[config.mk]
export PLATFORM = sky130hd
export DESIGN_NAME = heap_sched
export DESIGN_NICKNAME = d
export VERILOG_FILES = /design/src/rtl/heap_sched.sv
export SDC_FILE = /design/constraint.sdc
export NUM_CORES = 1
export LEC_CHECK = 0
export CAP_MARGIN = 20
export CORE_MARGIN = 2
export CORE_UTILIZATION = 50
export CTS_BUF_LIST = sky130_fd_sc_hd__clkbuf_4
export CTS_CLUSTER_SIZE = 24
export DETAILED_ROUTE_END_ITERATION = 10
export GPL_TIMING_DRIVEN = 1
export PLACE_DENSITY = 0.93
export SETUP_SLACK_MARGIN = 0.2
export SYNTH_ARGS = -nofsm -noshare
export SYNTH_HDL_FRONTEND = slang
export SYNTH_SLANG_ARGS = --single-unit
export TNS_END_PERCENT = 30
[constraint.sdc]
create_clock -name clk -period 2.7 [get_ports clk]
set_clock_uncertainty 0.1 [all_clocks]
set_input_delay 0.54 -clock clk [delete_from_list [all_inputs] [get_ports clk]]
set_output_delay 0.54 -clock clk [all_outputs]
set_load 0.01 [all_outputs]
[src/rtl/heap_sched.sv]
// Frame sequencer in front of a heap sorter: init, paced inserts, flush and
// drain window, with the heap's sorted output forwarded one cycle later.
module heap_sched #(
  parameter int DATA_WIDTH   = 16,
  parameter int KEY_WIDTH    = 4,
  parameter int NLEVELS      = 7,
  parameter int INIT_CYCLES  = 2**(NLEVELS+1),
  parameter int FLUSH_CYCLES = 2*(2**(NLEVELS+1)-1)+4
) (
  input  logic                  clk,
  input  logic                  rstn,
  input  logic                  s_valid,
  input  logic [DATA_WIDTH-1:0] s_data,
  input  logic                  s_last,
  output logic                  s_ready,
  input  logic                  abort,
  output logic                  heap_init,
  output logic                  heap_en,
  output logic                  heap_flush,
  output logic [DATA_WIDTH-1:0] heap_din,
  input  logic [DATA_WIDTH-1:0] heap_dout,
  input  logic                  heap_valid,
  output logic                  m_valid,
  output logic [DATA_WIDTH-1:0] m_data,
  output logic                  busy,
  output logic [15:0]           in_cnt,
  output logic [15:0]           out_cnt
);

  if (KEY_WIDTH > DATA_WIDTH - 2) begin : g_key_overlaps_flags
    $error("heap_sched: KEY_WIDTH overlaps the flag field");
  end

  localparam int TMAX = (INIT_CYCLES > FLUSH_CYCLES) ? INIT_CYCLES : FLUSH_CYCLES;
  localparam int TW   = $clog2(TMAX + 1);
  localparam logic [TW-1:0] INIT_LAST  = TW'(INIT_CYCLES - 1);
  localparam logic [TW-1:0] FLUSH_LAST = TW'(FLUSH_CYCLES - 1);

  typedef enum logic [2:0] {IDLE, INIT, LOAD, HOLD, FLUSH, DRAIN} state_e;

  state_e                state_q, state_d;
  logic [TW-1:0]         tmr_q, tmr_d;
  logic                  last_q, last_d;
  logic                  accept, start;
  logic [15:0]           in_cnt_q, in_cnt_d, out_base, out_cnt_q, out_cnt_d;
  logic                  s_ready_q, heap_init_q, heap_en_q, heap_flush_q, busy_q, m_valid_q;
  logic [DATA_WIDTH-1:0] heap_din_q, m_data_q;

  assign start  = (state_q == IDLE) && s_valid;
  assign accept = (state_q == LOAD) && s_valid && !abort;

  always_comb begin
    state_d = state_q;
    tmr_d   = tmr_q;
    last_d  = last_q;
    unique case (state_q)
      IDLE:  if (s_valid) begin state_d = INIT; tmr_d = '0; end
      INIT:  if (tmr_q == INIT_LAST) state_d = LOAD;
             else tmr_d = tmr_q + 1'b1;
      LOAD:  if (s_valid) begin state_d = HOLD; last_d = s_last; end
      HOLD:  state_d = last_q ? FLUSH : LOAD;
      FLUSH: begin state_d = DRAIN; tmr_d = '0; end
      DRAIN: if (tmr_q == FLUSH_LAST) state_d = IDLE;
             else tmr_d = tmr_q + 1'b1;
      default: state_d = IDLE;
    endcase
    // abort outranks any accept, s_last or timer expiry this cycle
    if (abort && state_q != IDLE) state_d = IDLE;
  end

  always_comb begin
    in_cnt_d = in_cnt_q;
    if (start) in_cnt_d = '0;
    else if (accept && in_cnt_q != 16'hFFFF) in_cnt_d = in_cnt_q + 16'd1;
    out_base  = start ? 16'd0 : out_cnt_q;
    out_cnt_d = (heap_valid && out_base != 16'hFFFF) ? out_base + 16'd1 : out_base;
  end

  // Controls are registered from the next state so they line up with state_q.
  always_ff @(posedge clk or negedge rstn) begin
    if (!rstn) begin
      state_q      <= IDLE;
      tmr_q        <= '0;
      last_q       <= 1'b0;
      s_ready_q    <= 1'b0;
      heap_init_q  <= 1'b0;
      heap_en_q    <= 1'b0;
      heap_flush_q <= 1'b0;
      busy_q       <= 1'b0;
      heap_din_q   <= '0;
      m_valid_q    <= 1'b0;
      m_data_q     <= '0;
      in_cnt_q     <= '0;
      out_cnt_q    <= '0;
    end else begin
      state_q      <= state_d;
      tmr_q        <= tmr_d;
      last_q       <= last_d;
      s_ready_q    <= (state_d == LOAD);
      heap_init_q  <= (state_d == INIT);
      heap_en_q    <= (state_d == HOLD);
      heap_flush_q <= (state_d == FLUSH);
      busy_q       <= (state_d != IDLE);
      if (accept) heap_din_q <= s_data;
      m_valid_q    <= heap_valid;
      if (heap_valid) m_data_q <= heap_dout;
      in_cnt_q     <= in_cnt_d;
      out_cnt_q    <= out_cnt_d;
    end
  end

  assign s_ready    = s_ready_q;
  assign heap_init  = heap_init_q;
  assign heap_en    = heap_en_q;
  assign heap_flush = heap_flush_q;
  assign heap_din   = heap_din_q;
  assign busy       = busy_q;
  assign m_valid    = m_valid_q;
  assign m_data     = m_data_q;
  assign in_cnt     = in_cnt_q;
  assign out_cnt    = out_cnt_q;

endmodule

==> impl_metrics.env, run 1 <==
export IMPL_die_area_sq_um=8900
export IMPL_arrival_ns=2.79
export IMPL_async_reset_ff_share_pct=100
export IMPL_drtPass1Iterations=4
export IMPL_cp_start_kind="input pin"
export IMPL_grt_pass1_vias=3345
export IMPL_nNetsFinal=546
export IMPL_post_route_period_util_pct=93.6
export IMPL_cp_required_ns=2.96
export IMPL_p_per_area_nw_per_um2=513
export IMPL_synth_warnings=0
export IMPL_cts_tree="built"
export IMPL_die_y_microns=94.3
export IMPL_ys_flop_type="dfrtp_1"
export IMPL_antennaDiodeCount=0
export IMPL_final_common_cell="clkdlybuf4s50_1"
export IMPL_via_per_inst=5.53
export IMPL_place_area_sq_um=5330
export IMPL_ys_seq_area_share_pct=51.5
export IMPL_timing_final_hold_violations=0
export IMPL_endpoint="out_cnt[12]"
export IMPL_drt_total_wl_mm=9.61
export IMPL_core_sq_um=7810
export IMPL_endpoint_kind="register"
export IMPL_maxCapViolCount=0
export IMPL_grt_max_degree=49
export IMPL_grt_setup_unrepaired="true"
export IMPL_areaGrowthSynthToFinish_pct=34.4
export IMPL_ys_seq_elements=84
export IMPL_cts_buffers=9
export IMPL_initial_core_util_pct=52.2
export IMPL_synthesis_nets=423
export IMPL_fin_area_sq_um=5480
export IMPL_path_clk_slew_ns=0.12
export IMPL_rows=32
export IMPL_port_buffers=107
export IMPL_rr_worst_depth=10
export IMPL_syn_area_sq_um=4080
export IMPL_reg2reg_to="out_cnt[12]"
export IMPL_setup_violations=0
export IMPL_crit_fanout=5
export IMPL_finalMaxSlewViolations=0
export IMPL_ir_drop_uv=350
export IMPL_max_slew_margin_pct=58.9
export IMPL_cts_max_level=3
export IMPL_drive_above_1_share_pct=16.9
export IMPL_synth_edff_count=0
export IMPL_die_x_microns=94.3
export IMPL_clockBufferDepth=2
export IMPL_cts_sinks=84
export IMPL_dp_hpwl_mm=7.00
export IMPL_grt_overflow_total=0
export IMPL_clk_latency_ns=0.42
export IMPL_wl_per_cell_microns=15.8
export IMPL_vias=3373
export IMPL_ant_nets=0
export IMPL_max_freq_mhz=396
export IMPL_crit_type="in -> reg"
export IMPL_layout_min_cycle_time_ns=2.53
export IMPL_r2r_start="state_q[2]"
export IMPL_worst_slew_pin_slew_ns=0.601
export IMPL_status="finished clean"
export IMPL_cts_root_buf="clkbuf_4"
export IMPL_reg2reg_setup_slack_ns=0.19
export IMPL_drc=0
export IMPL_syn_area_per_cell_sq_um=10.7
export IMPL_hp_class="reg -> reg"
export IMPL_ys_types=65
export IMPL_grt_total_usage_pct=22.3
export IMPL_antenna_found_initial=0
export IMPL_final_cell_mix="106 x clkdlybuf4s50_1, 84 x dfrtp_1, 81 x nand2_1"
export IMPL_gp_congestion=0.843
export IMPL_cp_startpoint="s_valid"
export IMPL_grt_pass1_wl_mm=15.5
export IMPL_syn_inst=381
export IMPL_p_total_w=0.00281
export IMPL_p_leak_nw=2.39
export IMPL_drtIter0Drc=160
export IMPL_pin_count=108
critical path, cell delays in order:
cell and delay [ns]:
clkdlybuf4s50_1 0.45, nor4b_4 0.15, buf_4 0.17, nor2b_1 0.17
ha_2 0.28, nand2_1 0.13, nor4_2 0.36, buf_4 0.19
nand4_1 0.10, xor2_1 0.16, nor2_1 0.10
worst min-delay path by stage:
stage,start,slack (ns),endpoint,depth (start not counted)
2_1_floorplan,rstn,0.14,busy,0
3_3_place_gp,heap_din[6],0.36,heap_din[6],2
3_5_place_dp,heap_din[4],0.37,heap_din[4],2
4_1_cts,heap_din[4],0.39,heap_din[4],2
5_1_grt,heap_din[7],0.42,heap_din[7],2
6_report,heap_din[4],0.39,heap_din[4],2
cell usage after synthesis (5+ instances only):
| cell type | instances | area, sq um |
|---|---|---|
| dfrtp_1 | 84 | 2100 |
| a21oi_1 | 6 | 30.0 |
| nor2_1 | 23 | 86.3 |
| nor4_1 | 6 | 37.5 |
| xnor2_1 | 6 | 52.6 |
| mux2i_1 | 5 | 50.1 |
| nand3_1 | 11 | 55.1 |
| nand4_1 | 8 | 50.1 |
| mux2_2 | 19 | 214 |
| clkbuf_1 | 5 | 18.8 |
| o31ai_1 | 5 | 37.5 |
| and4_1 | 5 | 43.8 |
| nor3_1 | 6 | 30.0 |
| and3_1 | 8 | 50.1 |
| xor2_1 | 11 | 96.3 |
| nand2_1 | 81 | 304 |
| o21ai_0 | 13 | 65.1 |
| and2_1 | 6 | 37.5 |
flip-flops by register name (all words and copies together), names as in the netlist:
signal	count
heap_din	16
in_cnt	16
m_data	16
out_cnt	16
tmr_q	10
state_q	3
busy	1
heap_en	1
heap_flush	1
heap_init	1
last_q	1
m_valid	1
s_ready	1
timing repair:
action,in CTS,in global routing
setup buffers,0,1
endpoints found under the setup margin,0,13
hold buffers,1,0
gates resized for setup,0,9
hold endpoints to repair,36,0
final cells by class:
cell class / count / area [sq um]
clock inverters: 5 / 20.0
inverters: 5 / 18.8
clock buffers: 10 / 75.1
multi-input cells: 280 / 1930
well taps: 102 / 128
repair buffers: 124 / 1210
flip-flops and latches: 84 / 2100
fillers: 591 / 2320
report_power, final:
group | internal, W | total, W | leakage [nW] | switching, W
logic | 0.000415 | 0.000831 | 1.22 | 0.000417
clock network | 0.000182 | 0.000573 | 0.0562 | 0.000392
registers | 0.00134 | 0.00141 | 1.12 | 0.0000666
total | 0.00194 | 0.00281 | 2.39 | 0.000875
metal layers:
| layer | global-route usage [%] | vias to the layer above | share of wire (%) |
|---|---|---|---|
| met2 | 38.2 | 121 | 49 |
| met5 | 0 | - | 0 |
| met3 | 6.18 | 15 | 8.2 |
| met1 | 26.4 | 1646 | 41 |
| li1 | - | 1591 | - |
| met4 | 9.78 | 0 | 1.7 |
metrics by stage:
step / TNS (ns) / hold WS (ns) / util, % / instances / setup slack, ns
3_5_place_dp: -0.664 / 0.367 / 68.2 / 593 / -0.174
6_report: 0 / 0.388 / 70.2 / 610 / 0.173
5_1_grt: 0 / 0.419 / 70.2 / 610 / 0.0582
2_1_floorplan: 0 / 0.144 / - / 381 / 0.460
4_1_cts: 0 / 0.393 / 69.6 / 609 / 0.255
3_3_place_gp: -0.170 / 0.356 / 68.2 / 593 / -0.0807
kinds of logic (layout without fill, tap and decap cells):
group,count (synthesis),count (layout),share of synthesized area [%]
AND/OR/NAND/NOR,187,187,25.4
adder cells (fa/ha/maj),4,4,1.23
flip-flops,84,84,51.5
buffers and inverters,17,144,2.27
AO/OA/AOI/OAI,48,48,9.45
multiplexers,24,24,6.47
XOR/XNOR,17,17,3.65
Note: power is estimated with default switching activity, not from simulation.
==> inputs of run 2 (changes only) <==
--- a/config.mk
+++ b/config.mk
@@ -7,12 +7,12 @@
 export LEC_CHECK = 0
 export CAP_MARGIN = 20
 export CORE_MARGIN = 2
-export CORE_UTILIZATION = 50
+export CORE_UTILIZATION = 45
 export CTS_BUF_LIST = sky130_fd_sc_hd__clkbuf_4
 export CTS_CLUSTER_SIZE = 24
 export DETAILED_ROUTE_END_ITERATION = 10
 export GPL_TIMING_DRIVEN = 1
-export PLACE_DENSITY = 0.93
+export PLACE_DENSITY = 0.78
 export SETUP_SLACK_MARGIN = 0.2
 export SYNTH_ARGS = -nofsm -noshare
 export SYNTH_HDL_FRONTEND = slang
==> impl_metrics.env, run 2 (synthesis gave the netlist of run 1 again) <==
export IMPL_status="finished clean"
export IMPL_die_y_microns=99.2
export IMPL_p_per_area_nw_per_um2=553
export IMPL_rows=34
export IMPL_crit_type="reg -> reg"
export IMPL_nFillCells=730
export IMPL_crit_fanout=9
export IMPL_via_per_inst=5.39
export IMPL_arrival_ns=2.65
export IMPL_layout_min_cycle_time_ns=2.41
export IMPL_cp_slowest_cell="or4b_1"
export IMPL_nNetsFinal=543
export IMPL_cp_startpoint="tmr_q[0]"
export IMPL_gp_congestion=0.800
export IMPL_final_cell_mix="106 x clkdlybuf4s50_1, 84 x dfrtp_1, 81 x nand2_1"
export IMPL_p_leak_nw=2.40
export IMPL_endpoint_kind="register"
export IMPL_p_total_w=0.00304
export IMPL_grt_pass1_wl_mm=15.3
export IMPL_grt_setup_unrepaired="true"
export IMPL_drc=0
export IMPL_multi_input_area_sq_um=1890
export IMPL_cp_buffers_inverters=0
export IMPL_initial_core_util_pct=46.5
export IMPL_antennaDiodeCount=0
export IMPL_die_area_sq_um=9840
export IMPL_clockBufferDepth=2
export IMPL_final_common_cell="clkdlybuf4s50_1"
export IMPL_ant_nets=0
export IMPL_worst_slew_pin_slew_ns=0.720
export IMPL_crit_chain="ha_1, nand4b_1, or4b_1, a21oi_4, nor2_1, mux2_2, a22o_1"
export IMPL_post_route_period_util_pct=89.1
export IMPL_port_buffers=107
export IMPL_grt_pass1_vias=3291
export IMPL_areaGrowthSynthToFinish_pct=34.8
export IMPL_postCtsSetupRepairBufs=0
export IMPL_cp_top_family="simple AND/OR/NAND/NOR gates"
export IMPL_drive_above_1_share_pct=16.2
export IMPL_cts_buffers=9
export IMPL_grt_use_met2_pct=32.0
export IMPL_cts_root_buf="clkbuf_4"
export IMPL_cts_tree="built"
export IMPL_core_sq_um=8760
export IMPL_timing_final_hold_violations=0
export IMPL_seq_area_sq_um=2100
export IMPL_drtPass1Iterations=4
export IMPL_antenna_found_initial=0
export IMPL_cp_required_ns=2.95
export IMPL_reg2reg_setup_slack_ns=0.29
export IMPL_drtIter0Drc=110
export IMPL_vias=3309
export IMPL_max_slew_margin_pct=52.0
export IMPL_hp_class="in -> async"
export IMPL_ir_drop_uv=421
export IMPL_setup_violations=0
export IMPL_wl_per_cell_microns=14.8
export IMPL_grt_total_usage_pct=18.9
export IMPL_use_met1_pct=24.1
export IMPL_clk_latency_ns=0.44
export IMPL_pin_count=108
export IMPL_path_clk_slew_ns=0.15
export IMPL_dp_hpwl_mm=6.59
export IMPL_grt_overflow_total=0
export IMPL_maxCapViolCount=0
export IMPL_crit_path_max_incr_delay_ns=0.57
export IMPL_cts_sinks=84
export IMPL_cts_max_level=3
export IMPL_fin_util_pct=62.8
export IMPL_max_freq_mhz=416
export IMPL_grt_max_degree=56
export IMPL_die_x_microns=99.2
export IMPL_top_usage_layer="met2"
export IMPL_dp_cells=598
export IMPL_use_met3_pct=4.92
export IMPL_final_cells=614
export IMPL_tns_ns=0
export IMPL_drt_total_wl_mm=9.07
export IMPL_cp_start_kind="register"
export IMPL_r2r_start="tmr_q[0]"
export IMPL_finalMaxSlewViolations=0
run 2: changes by cell type in the layout (fill, tap and decap cells not counted), moves of 2 or more:
cell,change
bufinv_16,+2
ha_1,+2
buf_4,-2
ha_2,-2
clkinv_1,-4
inv_6,+2
run 2: area by class of cell:
type / instances / area share (%)
Clock buffer: 9 / 1.23
Clock inverter: 7 / 1.80
Inverter: 5 / 0.341
Multi-Input combinational cell: 280 / 34.4
Sequential cell: 84 / 38.2
Tap cell: 108 / 2.46
Timing Repair Buffer: 121 / 21.6
run 2: report_power, final:
| group | total (W) | leakage, nW | switching [W] | internal, W |
|---|---|---|---|---|
| Clock | 0.000835 | 0.0869 | 0.000453 | 0.000382 |
| Sequential | 0.00143 | 1.12 | 0.0000886 | 0.00134 |
| Combinational | 0.000774 | 1.19 | 0.000380 | 0.000394 |
run 2: stage by stage:
| stage | setup WS, ns | instance area (sq um) | hold WS, ns |
|---|---|---|---|
| CTS | 0.229 | 5490 | 0.0624 |
| floorplan | 0.460 | 4080 | 0.144 |
| global route | 0.171 | 5500 | 0.0893 |
| detailed placement | -0.0445 | 5330 | 0.364 |
| global placement | 0.0389 | 5330 | 0.356 |
| finish | 0.294 | 5500 | 0.0434 |
run 2: timing repair:
action | CTS | global route
setup endpoints to repair | 0 | 8
hold buffers | 0 | 0
resized for setup | 0 | 1
run 2: path summary, 6_finish.rpt:
kind | end | cells after the start
max | tmr_q[9] | 7
min | heap_din[3] | 1
max reg2reg | tmr_q[9] | 7
min reg2reg | heap_din[14] | 2
max in group asynchronous | in_cnt[3] | 2
min in group clk | heap_din[14] | 2
run 2: routing by layer:
metal	routed length (microns)	part of all wire [%]
met1	3930	43
met2	4380	48
met3	665	7.3
met4	94	1.0
met5	0	0
